$ cat src/rtl/fetch_ctrl.sv
// Instruction-fetch sequencer: fetches the word at the PC, latches the IR, steps the PC,
// then resolves JMP/JZ, stops on HALT, or hands the IR to execute.
module fetch_ctrl #(
  parameter int ADDR_W = 5,
  parameter int DATA_W = 8,
  parameter int OPC_W  = 3,
  parameter logic [OPC_W-1:0] OPC_JZ   = 3'b101,
  parameter logic [OPC_W-1:0] OPC_JMP  = 3'b110,
  parameter logic [OPC_W-1:0] OPC_HALT = 3'b111
) (
  input  logic              clk,
  input  logic              reset,
  input  logic [ADDR_W-1:0] pc_addr,
  output logic              mem_rd,
  output logic [ADDR_W-1:0] mem_addr,
  input  logic              mem_ack,
  input  logic [DATA_W-1:0] mem_data,
  input  logic              zero_flag,
  input  logic              exec_done,
  output logic              ld_pc,
  output logic              inc_pc,
  output logic [ADDR_W-1:0] pc_target,
  output logic [DATA_W-1:0] ir_out,
  output logic              ir_valid,
  output logic              halted
);

  localparam logic [2:0] S_IDLE   = 3'd0;
  localparam logic [2:0] S_FETCH  = 3'd1;
  localparam logic [2:0] S_INCR   = 3'd2;
  localparam logic [2:0] S_DECODE = 3'd3;
  localparam logic [2:0] S_EXEC   = 3'd4;
  localparam logic [2:0] S_HALT   = 3'd5;

  logic [2:0]       state, state_nxt;
  logic [OPC_W-1:0] opc;
  logic             is_jump;

  assign opc     = ir_out[DATA_W-1 -: OPC_W];
  // JZ with zero_flag clear falls through: the PC was already stepped in INCR.
  assign is_jump = (opc == OPC_JMP) || ((opc == OPC_JZ) && zero_flag);

  always_ff @(posedge clk) begin
    if (reset) begin
      state  <= S_IDLE;
      ir_out <= '0;
    end else begin
      state <= state_nxt;
      if (state == S_FETCH && mem_ack)
        ir_out <= mem_data;
    end
  end

  always_comb begin
    state_nxt = state;
    case (state)
      S_IDLE:   state_nxt = S_FETCH;
      S_FETCH:  if (mem_ack) state_nxt = S_INCR;
      S_INCR:   state_nxt = S_DECODE;
      S_DECODE: begin
        if (is_jump || opc == OPC_JZ) state_nxt = S_FETCH;
        else if (opc == OPC_HALT)     state_nxt = S_HALT;
        else                          state_nxt = S_EXEC;
      end
      S_EXEC:   if (exec_done) state_nxt = S_FETCH;
      S_HALT:   state_nxt = S_HALT;
      default:  state_nxt = S_IDLE;
    endcase
  end

  assign mem_rd    = (state == S_FETCH);
  assign mem_addr  = mem_rd ? pc_addr : '0;
  assign inc_pc    = (state == S_INCR);
  assign ld_pc     = (state == S_DECODE) && is_jump;
  assign ir_valid  = (state == S_EXEC);
  assign halted    = (state == S_HALT);
  assign pc_target = ir_out[ADDR_W-1:0];

endmodule

$ cat config.mk
export PLATFORM = sky130hd
export DESIGN_NAME = fetch_ctrl
export DESIGN_NICKNAME = d
export VERILOG_FILES = /design/src/rtl/fetch_ctrl.sv
export SDC_FILE = /design/constraint.sdc
export NUM_CORES = 1
export LEC_CHECK = 0
export CAP_MARGIN = 20
export CORE_MARGIN = 5
export CORE_UTILIZATION = 36
export DETAILED_ROUTE_END_ITERATION = 8
export PLACE_DENSITY = 0.83
export SETUP_SLACK_MARGIN = 0.3
export SLEW_MARGIN = 10
export SYNTH_ARGS = -nofsm -noshare
export SYNTH_HDL_FRONTEND = slang
export SYNTH_SLANG_ARGS = --single-unit
$ cat constraint.sdc
create_clock -name clk -period 2.45 [get_ports clk]
set_clock_uncertainty 0.05 [all_clocks]
set_input_delay 0.49 -clock clk [delete_from_list [all_inputs] [get_ports clk]]
set_output_delay 0.49 -clock clk [all_outputs]
set_load 0.02 [all_outputs]
==> summary.txt <==
Finish
  – Fill cells: 137
  – Final core occ: 0.6512
  – Most common cell after layout, fill and taps aside: clkdlybuf4s50_1
  – Area growth syn-to-layout: 71.55%
  – Layout cell share with drive strength beyond 1: 0.1058
  – Most frequent cells in the layout: clkdlybuf4s50_1 (30), nor2_1 (11), dfxtp_1 (9)
  – Fin nets: 123
  – Diodes inserted: 0

Setup path
  – CP arrival: 1.57 ns
  – Worst R2R Setup Slack: 1.03 ns
  – CP Data Required Time: 1.91 ns
  – FF-to-FF path depth: 5
  – Worst setup EP type: output port
  – Setup Crit Path Kind: in2out
  – R2R Path Start: state[0]
  – R2R Path End: ir_out[7]
  – Startpoint Class: primary input
  – CP startpoint: zero_flag
  – Crit path max fanout: 1

STA
  – Final worst-path cycle share: 0.8606
  – Slew of the pin with the lowest slew margin: 0.3970 ns
  – Max-slew violations: 0
  – Tmin final: 2.108 ns
  – Hold WS: 0.4676 ns
  – Fin. Hold Viols: 0
  – Max Freq: 0.4743 GHz
  – Unrepaired setup endpoints after global routing: no
  – Fin Setup TNS: 0 ns
  – Slew HR: 0.7345
  – Final setup vio count: 0

Job
  – Max-capacitance violation count: 0

Synth
  – Distinct cell type count after synthesis: 21
  – Post-Syn Area: 571.8 µm²
  – Share of Yosys cell area claimed by the top area cell type: 0.3851
  – Synthesized Nets: 84
  – Sequential area share after synthesis: 0.3851
  – Leading area contributor after synthesis: dfxtp_1
  – Area contributors post-synth: dfxtp_1 (39%), mux2i_1 (14%), nor2_1 (7.2%), buf_4 (6.6%), and2_1 (5.5%)
  – #FFs+latches synth: 11
  – Syn. warnings: 0
  – Synthesized instance count: 66
  – Avg Inst Size Synth: 8.664 µm²

Worst hold path
  – Min-Delay Path Depth: 1
  – Hold Path End: state[1]
  – Hold path startpoint: state[2]
  – Worst hold-check path type: reg2reg

Global routing
  – Vias in the first global route: 539
  – First-pass GRT wire length: 2.311 mm
  – GR Overflow Total: 0
  – Initial antenna violation count: 0
  – Overall Global Routing Usage: 0.1232
  – Largest net degree at the start of global routing: 13

Die
  – # IOs: 41
  – Initial core utilization: 0.3796
  – Standard-cell rows: 14
  – Die Area: 0.002486 mm²
  – Die W: 49.86 µm
  – Core Box Area: 0.001506 mm²
  – Die height: 49.86 µm

Route
  – Routed vias: 590
  – Drt total wl: 1.486 mm
  – Top Metal Used: met4
  – Routed Antenna Nets: 0
  – WL/cell: 12.38 µm
  – Via density: 4.917
  – DR iter-0 viols: 4
  – Met2 WL: 700 µm
  – Met1 wire length: 588 µm
  – Router iterations before antenna repair: 4
  – Met3 WL: 170 µm
  – DRC viols: 0

Pwr
  – Max VDD drop: 0.3684 mV
  – Part of the power in registers: 0.446
  – P_leak: 0.0004207 µW
  – Clock Power Share: 0.257
  – NetSw: 126.7 µW
  – Power Dens Cells: 461.2 mW/mm²
  – Power share of the combinational group: 0.297
  – Switching share of power: 0.2800
  – Internal power: 325.7 µW

Clock network
  – Clock buffer depth: 2
  – H-tree Lvls: 1
  – Clk_lat worst skew: 0.26 ns
  – Num Clock Sinks: 11
  – CTS root buffer: clkbuf_4
  – Clk slew on worst S/H paths: 0.07 ns
  – TritonCTS buffer count: 3
  – Hold buffer count at cts: 0
  – CTS tree: built

Placed design
  – IO Port Bufs: 40
  – Post-DP HPWL: 1.194 mm
  – Placer congestion estimate: 0.6941

Outcome
  – Status: finished clean
## cells in the mapped netlist
cell / count
a21oi_1: 4
dfxtp_1: 11
buf_6: 1
a41oi_1: 1
nor2b_1: 2
dlygate4sd1_1: 1
nor4_1: 1
a211oi_1: 1
buf_2: 1
inv_1: 1
nor3b_1: 1
nand2_1: 1
nor3_1: 4
buf_4: 5
nor4b_2: 1
inv_2: 1
o21ai_0: 4
and3_2: 1
and2_1: 5
nor2_1: 11
mux2i_1: 8
## worst max-delay path, stage by stage
cell and delay [ns]:
clkdlybuf4s50_1 0.46, a21oi_1 0.06, nor4_1 0.22, clkdlybuf4s15_1 0.34
## final cells by class
cell class,count,area [µm²],share of cell area
sequential,11,222.7,0.2270
multi-input combinational,45,292.8,0.2985
tap,16,20.02,0.02041
timing repair buffer,42,411.6,0.4196
inverter,2,7.507,0.007653
clock buffer,4,26.28,0.02679
## through the flow
stage | instances | instance area [µm²] | worst slack (ns) | total power [µW]
finish | 120 | 980.9 | 0.3415 | 452.4
global route | 120 | 980.9 | 0.3021 | 482.6
CTS | 120 | 974.7 | 0.1419 | 460.7
detailed placement | 116 | 944.7 | 0.04254 | 343.2
global placement | 116 | 944.7 | 0.06149 | 340.2
floorplan | 66 | 571.8 | 0.4780 | 275.3
## timing repair
action / in CTS / in global routing
buffers inserted: 0 / 0
hold endpoints to repair: 0 / 0
resized for setup: 12 / 3
setup endpoints to repair: 10 / 3
## layer usage
| layer | global-route usage | vias up |
|---|---|---|
| li1 | - | 297 |
| met1 | 0.1223 | 256 |
| met2 | 0.2076 | 35 |
| met3 | 0.05120 | 2 |
| met4 | 0.07860 | 0 |
| met5 | 0 | - |
## worst max path at each step
stage	end	slack [ns]
global route	ld_pc	0.30
CTS	mem_addr[2]	0.14
finish	ld_pc	0.34
floorplan	mem_addr[0]	0.48
detailed placement	ld_pc	0.04
global placement	ld_pc	0.06
## power by group through the flow
stage | Sequential [µW] | Combinational [µW] | Clock [µW]
final | 202 | 134 | 116
after global routing | 203 | 144 | 136
after CTS | 201 | 136 | 123
after detailed placement | 204 | 139 | 0
after global placement | 204 | 136 | 0
after floorplan | 209 | 66.3 | 0
## cell families (layout without fill, tap and decap cells)
kind of cell / after synthesis / count (layout) / share of synthesized area
and+or+nand+nor: 27 / 27 / 0.2538
DFF: 11 / 11 / 0.3851
AOI/OAI and AO/OA: 10 / 10 / 0.09848
buffers and inverters: 10 / 48 / 0.1225
muxes: 8 / 8 / 0.1400
## registers in the layout (all words and copies together), names as in the netlist
name,cells
ir_out,8
state,3
Note: power is estimated with default switching activity, not from simulation.
